<file path="src/rtl/int_ctrl_pkg.sv">
// Shared types and defaults for the machine external-interrupt controller.
package int_ctrl_pkg;

    typedef enum logic {
        INT_IDLE    = 1'b0,
        INT_SERVICE = 1'b1
    } int_state_e;

    localparam int unsigned     INT_NUM_SRC     = 4;
    localparam int unsigned     INT_SYNC_STAGES = 2;
    localparam logic [3:0]      INT_EDGE_MASK   = 4'b0011;
    // Position of MEIP inside mip; the CSR unit places meip_o here.
    localparam int unsigned     MEIP_BIT        = 11;

    // Width of a source ID, never narrower than one bit.
    function automatic int unsigned id_width(input int unsigned n);
        return (n > 1) ? $clog2(n) : 1;
    endfunction

endpackage

</file>
<file path="src/rtl/int_ctrl_if.sv">
// CPU-side bundle of the interrupt controller: IRQ lines, CSR gating and trap outputs.
interface int_ctrl_if
    import int_ctrl_pkg::*;
#(
    parameter int unsigned NUM_SRC = INT_NUM_SRC
);
    localparam int unsigned ID_W = id_width(NUM_SRC);

    logic [NUM_SRC-1:0] irq_i;
    logic [NUM_SRC-1:0] src_en_i;
    logic               mstatus_mie_i;
    logic               mie_meie_i;
    logic               pipe_ok_i;
    logic               mret_i;
    logic               meip_o;
    logic               int_taken_o;
    logic [ID_W-1:0]    int_id_o;
    logic               in_service_o;

    modport master (
        output irq_i, src_en_i, mstatus_mie_i, mie_meie_i, pipe_ok_i, mret_i,
        input  meip_o, int_taken_o, int_id_o, in_service_o
    );

    modport slave (
        input  irq_i, src_en_i, mstatus_mie_i, mie_meie_i, pipe_ok_i, mret_i,
        output meip_o, int_taken_o, int_id_o, in_service_o
    );

endinterface

</file>
<file path="src/rtl/int_ctrl_irq_sync.sv">
// One IRQ line: multi-flop synchroniser, plus a rise detector for edge-triggered lines.
module int_ctrl_irq_sync #(
    parameter int unsigned SYNC_STAGES = 2,
    parameter bit          EDGE        = 1'b0
) (
    input  logic clk,
    input  logic rst,
    input  logic irq,
    output logic req
);

    logic [SYNC_STAGES-1:0] sync_q;
    logic                   s;

    // Shift the asynchronous line through the synchroniser chain.
    always_ff @(posedge clk or posedge rst) begin
        if (rst) begin
            sync_q <= '0;
        end else begin
            sync_q <= {sync_q[SYNC_STAGES-2:0], irq};
        end
    end

    assign s = sync_q[SYNC_STAGES-1];

    if (EDGE) begin : g_edge
        logic s_d_q;

        // Delayed copy of the synchronised level for rise detection.
        always_ff @(posedge clk or posedge rst) begin
            if (rst) begin
                s_d_q <= 1'b0;
            end else begin
                s_d_q <= s;
            end
        end

        assign req = s & ~s_d_q;
    end else begin : g_level
        assign req = s;
    end

endmodule

</file>
<file path="src/rtl/int_ctrl.sv">
// Machine external-interrupt controller: pending capture, fixed priority, take/service FSM.
module int_ctrl
    import int_ctrl_pkg::*;
#(
    parameter int unsigned        NUM_SRC     = INT_NUM_SRC,
    parameter int unsigned        SYNC_STAGES = INT_SYNC_STAGES,
    parameter logic [NUM_SRC-1:0] EDGE_MASK   = NUM_SRC'(INT_EDGE_MASK)
) (
    input  logic      clk,
    input  logic      rst,
    int_ctrl_if.slave bus
);

    localparam int unsigned ID_W = id_width(NUM_SRC);

    logic [NUM_SRC-1:0] req;
    logic [NUM_SRC-1:0] pend;
    logic [NUM_SRC-1:0] elig;
    logic [ID_W-1:0]    sel;
    logic [ID_W-1:0]    id_q;
    logic               take_c;
    int_state_e         state_q;
    int_state_e         state_d;

    for (genvar i = 0; i < NUM_SRC; i++) begin : g_src
        int_ctrl_irq_sync #(
            .SYNC_STAGES (SYNC_STAGES),
            .EDGE        (EDGE_MASK[i])
        ) u_sync (
            .clk (clk),
            .rst (rst),
            .irq (bus.irq_i[i]),
            .req (req[i])
        );

        if (EDGE_MASK[i]) begin : g_edge
            logic pend_q;

            // Edge pending: a new rise beats the clear from a same-cycle take.
            always_ff @(posedge clk or posedge rst) begin
                if (rst) begin
                    pend_q <= 1'b0;
                end else if (req[i]) begin
                    pend_q <= 1'b1;
                end else if (take_c && (sel == ID_W'(i))) begin
                    pend_q <= 1'b0;
                end
            end

            assign pend[i] = pend_q;
        end else begin : g_level
            assign pend[i] = req[i];
        end
    end

    assign elig = pend & bus.src_en_i;

    // Fixed priority: lowest eligible index wins.
    always_comb begin
        sel = '0;
        for (int i = int'(NUM_SRC) - 1; i >= 0; i--) begin
            if (elig[i]) begin
                sel = ID_W'(i);
            end
        end
    end

    // Trap state register.
    always_ff @(posedge clk or posedge rst) begin
        if (rst) begin
            state_q <= INT_IDLE;
        end else begin
            state_q <= state_d;
        end
    end

    // Next state and take pulse; only IDLE can take, so traps never nest.
    always_comb begin
        state_d = state_q;
        take_c  = 1'b0;
        case (state_q)
            INT_IDLE: begin
                if ((|elig) && bus.mstatus_mie_i && bus.mie_meie_i && bus.pipe_ok_i) begin
                    take_c  = 1'b1;
                    state_d = INT_SERVICE;
                end
            end
            INT_SERVICE: begin
                if (bus.mret_i && bus.pipe_ok_i) begin
                    state_d = INT_IDLE;
                end
            end
            default: state_d = INT_IDLE;
        endcase
    end

    // Capture the taken source ID and hold it through service.
    always_ff @(posedge clk or posedge rst) begin
        if (rst) begin
            id_q <= '0;
        end else if (take_c) begin
            id_q <= sel;
        end
    end

    assign bus.meip_o       = |elig;
    assign bus.int_taken_o  = take_c;
    assign bus.int_id_o     = id_q;
    assign bus.in_service_o = (state_q == INT_SERVICE);

endmodule
</file>
<file path="src/flat_wrapper.sv">
// flat-port wrapper written by rule: the top's interface ports become plain ports
module int_ctrl_flat import int_ctrl_pkg::*;
#(
    parameter int unsigned        NUM_SRC     = INT_NUM_SRC,
    parameter int unsigned        SYNC_STAGES = INT_SYNC_STAGES,
    parameter logic [NUM_SRC-1:0] EDGE_MASK   = NUM_SRC'(INT_EDGE_MASK)
)
  (clk, rst, bus_irq_i, bus_src_en_i, bus_mstatus_mie_i, bus_mie_meie_i, bus_pipe_ok_i, bus_mret_i, bus_meip_o, bus_int_taken_o, bus_int_id_o, bus_in_service_o);
  int_ctrl_if #(.NUM_SRC(NUM_SRC)) bus_i ();
  input  logic clk;
  input  logic rst;
  input wire logic [$bits(bus_i.irq_i)-1:0] bus_irq_i;
  input wire logic [$bits(bus_i.src_en_i)-1:0] bus_src_en_i;
  input wire logic [$bits(bus_i.mstatus_mie_i)-1:0] bus_mstatus_mie_i;
  input wire logic [$bits(bus_i.mie_meie_i)-1:0] bus_mie_meie_i;
  input wire logic [$bits(bus_i.pipe_ok_i)-1:0] bus_pipe_ok_i;
  input wire logic [$bits(bus_i.mret_i)-1:0] bus_mret_i;
  output wire logic [$bits(bus_i.meip_o)-1:0] bus_meip_o;
  output wire logic [$bits(bus_i.int_taken_o)-1:0] bus_int_taken_o;
  output wire logic [$bits(bus_i.int_id_o)-1:0] bus_int_id_o;
  output wire logic [$bits(bus_i.in_service_o)-1:0] bus_in_service_o;
  assign bus_i.irq_i = bus_irq_i;
  assign bus_i.src_en_i = bus_src_en_i;
  assign bus_i.mstatus_mie_i = bus_mstatus_mie_i;
  assign bus_i.mie_meie_i = bus_mie_meie_i;
  assign bus_i.pipe_ok_i = bus_pipe_ok_i;
  assign bus_i.mret_i = bus_mret_i;
  assign bus_meip_o = bus_i.meip_o;
  assign bus_int_taken_o = bus_i.int_taken_o;
  assign bus_int_id_o = bus_i.int_id_o;
  assign bus_in_service_o = bus_i.in_service_o;
  int_ctrl #(.NUM_SRC(NUM_SRC), .SYNC_STAGES(SYNC_STAGES), .EDGE_MASK(EDGE_MASK)) u_core (.clk(clk), .rst(rst), .bus(bus_i));
endmodule
</file>
<file path="config.mk">
export PLATFORM = sky130hd
export DESIGN_NAME = int_ctrl_flat
export DESIGN_NICKNAME = d
export VERILOG_FILES = /design/src/rtl/int_ctrl_pkg.sv /design/src/rtl/int_ctrl_if.sv /design/src/rtl/int_ctrl_irq_sync.sv /design/src/rtl/int_ctrl.sv /design/src/flat_wrapper.sv
export SDC_FILE = /design/constraint.sdc
export NUM_CORES = 1
export LEC_CHECK = 0
export BUFFER_PORTS_ARGS = -buffer_cell sky130_fd_sc_hd__buf_2
export CAP_MARGIN = 20
export CORE_AREA = 2 2 39 41
export CTS_CLUSTER_SIZE = 16
export DETAILED_ROUTE_END_ITERATION = 10
export DIE_AREA = 0 0 41 43
export PLACE_DENSITY_LB_ADDON = 0.15
export SLEW_MARGIN = 15
export SYNTH_ARGS = -nofsm -noshare
export SYNTH_HDL_FRONTEND = slang
export SYNTH_SLANG_ARGS = --single-unit
</file>
<file path="constraint.sdc">
create_clock -name clk -period 3.7 [get_ports clk]
set_clock_uncertainty 0.05 [all_clocks]
set_input_delay 0.925 -clock clk [delete_from_list [all_inputs] [get_ports clk]]
set_output_delay 0.925 -clock clk [all_outputs]
set_load 0.01 [all_outputs]
</file>
After elaboration in Yosys (flattened, before gate mapping)
Index checks and enable logic that the tools add are counted.
{"block": "totals", "ff_bits": 15, "elab_cells": 39, "inputBits": 14, "out_inout_bits": 5}
{"block": "op_classes", "n_eq_ne": 1, "reduce_logical": 10, "muxes": 12, "bitwise": 6}
{"op": "2-bit two-way mux", "count": 4}
{"op": "1-bit two-way mux", "count": 7}
{"op": "1-bit logical AND", "count": 6}
{"op": "4-bit bitwise AND", "count": 1}
{"op": "2-bit nonzero test", "count": 2}
{"op": "4-bit OR reduction", "count": 1}
{"op": "1-bit NOT", "count": 3}
{"op": "1-bit bitwise AND", "count": 2}
{"op": "2-bit by 1-bit == test with 1-bit output (second input constant)", "count": 1}
{"op": "2-bit logical NOT", "count": 1}
{"op": "1-bit case mux with 2 select lines", "count": 1}

Logic depth before layout (Yosys ltp)
{"block": "logic_depth", "ltp_word": 10, "depth_mapped": 4, "depth_no_buf": 4}

By module
Synthesis repeated with hierarchy kept, for this count alone.
{"block": "unflattened", "cells_unflattened": 40, "area_unflattened_um2": 549.3}
{"module": "int_ctrl", "seq_area_each_um2": 125.1, "cells_each": 24, "n_inst": 1, "area_per_inst_um2": 256.5}
{"module": "int_ctrl_irq_sync (u_core.g_src[0].u_sync ...)", "seq_area_each_um2": 75.1, "cells_each": 5, "n_inst": 2, "area_per_inst_um2": 92.6}
{"module": "int_ctrl_irq_sync (u_core.g_src[2].u_sync ...)", "seq_area_each_um2": 50.0, "cells_each": 3, "n_inst": 2, "area_per_inst_um2": 53.8}

Least setup slack after synthesis
Ideal clock, no wire load.
{"block": "synth_timing", "path_type": "input -> output", "from": "in bus_src_en_i[2]", "to": "out bus_int_taken_o", "n_path_buf": 0, "arrival_time_ns": 1.563, "required_ns": 2.725, "stages": 3, "slack_ns": 1.162, "path_cell_list": "a22o_1 or2_4 and2_4"}
{"block": "synth_via", "elab_chain_len": 7}
{"item": "from (decl)", "line_no": "flat_wrapper.sv:13", "source": "input wire logic [$bits(bus_i.src_en_i)-1:0] bus_src_en_i;"}
{"item": "4-bit bitwise AND", "line_no": "int_ctrl.sv:56", "source": "assign elig = pend & bus.src_en_i;"}
{"item": "4-bit OR reduction"}
{"item": "via bus_meip_o", "line_no": "flat_wrapper.sv:18", "source": "output wire logic [$bits(bus_i.meip_o)-1:0] bus_meip_o;"}
{"item": "1-bit logical AND (3 in a row)", "line_no": "int_ctrl.sv:83", "source": "if ((|elig) && bus.mstatus_mie_i && bus.mie_meie_i && bus.pipe_ok_i) begin"}
{"item": "1-bit two-way mux", "line_no": "int_ctrl.sv:83"}
{"item": "1-bit two-way mux", "line_no": "int_ctrl.sv:81", "source": "case (state_q)"}
{"item": "to (decl)", "line_no": "flat_wrapper.sv:19", "source": "output wire logic [$bits(bus_i.int_taken_o)-1:0] bus_int_taken_o;"}
The timed path passes the listed nets, and every way through them passes these cells.

Final worst setup path
{"block": "layout_timing", "from": "in bus_src_en_i[0]", "to": "out bus_int_taken_o"}
{"block": "layout_via", "elab_chain_len": 7}
{"item": "4-bit bitwise AND", "line_no": "int_ctrl.sv:56"}
{"item": "4-bit OR reduction", "line_no": "int_ctrl.sv:83"}
{"item": "1-bit logical AND (3 in a row)", "line_no": "int_ctrl.sv:83"}
{"item": "1-bit two-way mux", "line_no": "int_ctrl.sv:83"}
{"item": "1-bit two-way mux", "line_no": "int_ctrl.sv:81"}
Every way passes these cells.

==> key figures <==
Run status
  – Status: finished, final reports clean

Timing
  – Min cycle time layout: 2790 ps
  – Final setup fails: 0
  – Worst Max-Slew Pin Slew: 528 ps
  – Max_slew headroom: 64.8%
  – Final hold violations: 0
  – RSZ-0062 raised after global routing: false
  – Achievable Freq: 0.359 GHz
  – TNS Setup: 0 ps
  – Period Utilization, post-route: 75.3%
  – Max Slew Vio Count: 0

Die
  – Die height: 43 um
  – IO Count: 19
  – FP Rows: 14
  – Die width: 41 um
  – Initial core utilization: 37.3%
  – Core Area: 1380 um^2
  – Die ar.: 1760 um^2

GRT
  – Largest net degree at the start of global routing: 16
  – GRT Util Overall: 11.0%
  – Initial antenna violation count: 0
  – First-pass GRT wire length: 1240 um
  – Gr ovfl total: 0
  – Vias in the first global route: 295

Power
  – VDD IR max: 0.277 mV
  – Clock power share: 27.4%
  – Switching part of the total: 23.8%
  – PwrDens: 488 nW/um^2
  – Switching power: 0.0000759 W
  – Seq pwr share: 58.4%
  – Leak pwr: 0.346 nW
  – Comb power frac: 14.2%
  – Pint: 0.000244 W

Logic synthesis
  – Top FF cell, synth: dfrtp_1
  – Synth top area cells: dfrtp_1 (73%), nand2_1 (4.4%), a22o_1 (3.4%), a21oi_1 (2.9%), mux2_4 (2.9%)
  – Share of the synthesized area in the top cell type: 72.6%
  – Net Count, Synth: 52
  – Area leader, netlist: dfrtp_1
  – Post-synth EDFFs: 0
  – Synth Instances: 38
  – Async S/R FF share, synth: 100%
  – Syn Area/Cell: 13.6 um^2
  – Synth top cells by count: dfrtp_1 (15), nand2_1 (6), a21oi_1 (3), inv_1 (3)
  – Seq/Total Area, Yosys: 72.6%
  – Most frequent cell after synthesis: dfrtp_1
  – Post-Syn Area: 517 um^2
  – Synth warn: 0
  – Yosys reg bits: 15
  – Library cells used by synthesis: 13

Final layout
  – Fin nets: 75
  – Post-route insts no fill: 76
  – Inserted Diodes: 0
  – Layout Utilization: 47.3%
  – Share of cells above drive strength 1: 43.3%
  – Area delta synth->final: 26.6%

Placement
  – Placed insts: 72
  – GPL Wtd Cong: 0.531
  – Hpwl dp: 559 um
  – Port Buffers: 18

Drt
  – Met3 WL: 51 um
  – Initial DRC count: 3
  – Drt first pass iters: 2
  – DR top layer: met4
  – Via count: 327
  – WL per Instance: 9.63 um
  – Total Routed Length: 732 um
  – Remaining DRCs: 0
  – DRT met1 WL: 368 um
  – DR vias/cell: 4.30
  – DR WL met2: 300 um
  – DRT antenna net count: 0

Min path
  – HP Start: u_core.g_src[3].u_sync.sync_q[0]
  – Hold endpoint: u_core.g_src[3].u_sync.sync_q[1]
  – Hold/Removal Path Class: flop to flop
  – Hold Path Cell Cnt: 0

Clock network
  – # Post-CTS Setup Buffers: 0
  – H-tree depth: 1
  – Hold Buf Count CTS: 0
  – Worst-Skew Late Latency: 270 ps
  – Worst-path clk slew: 80 ps
  – Maximum root-to-sink buffer count: 2
  – CTS tree: yes
  – CTS Sinks: 15
  – Total CTS buffers: 3
  – Clock Root Buffer: clkbuf_4
  – Post-CTS Resized: 0

Critical path
  – Critical path startpoint category: input pin
  – Worst Path Max Fanout: 4
  – Reg2reg setup slack: 2210 ps
  – Worst Path Required: 2720 ps
  – R2R depth: 4
  – Worst R2R End: u_core.bus.int_id_o[0]
  – CP Class: input pin to output port
  – CP Capture Type: output port
  – Reg-to-Reg Start: u_core.g_src[2].u_sync.sync_q[1]
  – Arr. time, crit path: 1810 ps

Flow run
  – Max-cap violations: 0
through the flow:
stage               cell area (um^2)  total power (W)  hold slack [ps]  setup WS (ps)
floorplan                        517         0.000216              281           1160
global placement                 627         0.000237              282            922
detailed placement               627         0.000236              286            915
CTS                              654         0.000326              305            913
global route                     654         0.000341              313            897
finish                           654         0.000320              302            913
cell usage in the layout, fill, tap and decap left out:
cell type,instances
a32oi_1,1
buf_2,18
nand3_1,1
a21oi_1,3
clkinv_2,1
nand2_1,6
and2_4,1
clkbuf_4,3
dfrtp_1,15
a21o_2,1
or2_4,1
mux2_4,1
a22o_1,2
inv_1,3
o21ai_0,2
and4b_1,1
power by group through the flow:
stage	Clock, W	Combinational [W]	Sequential, W
2_1_floorplan	0	0.0000220	0.000194
3_3_place_gp	0	0.0000469	0.000190
3_5_place_dp	0	0.0000462	0.000190
4_1_cts	0.0000927	0.0000464	0.000187
5_1_grt	0.000101	0.0000515	0.000189
6_report	0.0000876	0.0000454	0.000187
layout make-up:
cell class              count  area [um^2]
inverters                   3         11.3
fillers                   132          729
multi-input cells          20          130
flip-flops and latches     15          375
repair buffers             18         90.1
clock buffers               3         22.5
clock inverters             1         5.00
well taps                  16         20.0
critical path, stage by stage:
cell,delay [ps]
buf_2,120
a22o_1,240
or2_4,230
and2_4,170
buf_2,130
worst max-delay path by stage:
stage / from / endpoint / slack (ps) / cells past startpoint
3_5_place_dp: bus_src_en_i[0] / bus_int_taken_o / 910 / 5
3_3_place_gp: bus_src_en_i[0] / bus_int_taken_o / 920 / 5
4_1_cts: bus_src_en_i[0] / bus_int_taken_o / 910 / 5
6_report: bus_src_en_i[0] / bus_int_taken_o / 910 / 5
5_1_grt: bus_src_en_i[0] / bus_int_taken_o / 900 / 5
2_1_floorplan: bus_src_en_i[2] / bus_int_taken_o / 1160 / 3
routing by layer:
metal / vias to the layer above / global-route usage [%]
met5: - / 0
met4: 0 / 10.0
met3: 2 / 3.14
met2: 13 / 12.2
met1: 137 / 16.4
li1: 175 / -
flip-flops by register name (all words and copies together) (netlist names):
register	count
u_core.g_src.u_sync.g_edge.s_d_q	2
u_core.g_src.g_edge.pend_q	2
u_core.g_src.u_sync.sync_q	8
u_core.bus.int_id_o	2
u_core.bus.in_service_o	1
cells by family (layout without fill, tap and decap cells):
kind of cell	Yosys count	count (layout)	synth area share (%)
AOI/OAI and AO/OA	9	9	11.6
buffers and inverters	3	25	2.18
DFF	15	15	72.6
muxes	1	1	2.90
and+or+nand+nor	10	10	10.7
No activity file was read; power rests on OpenSTA's default activity.
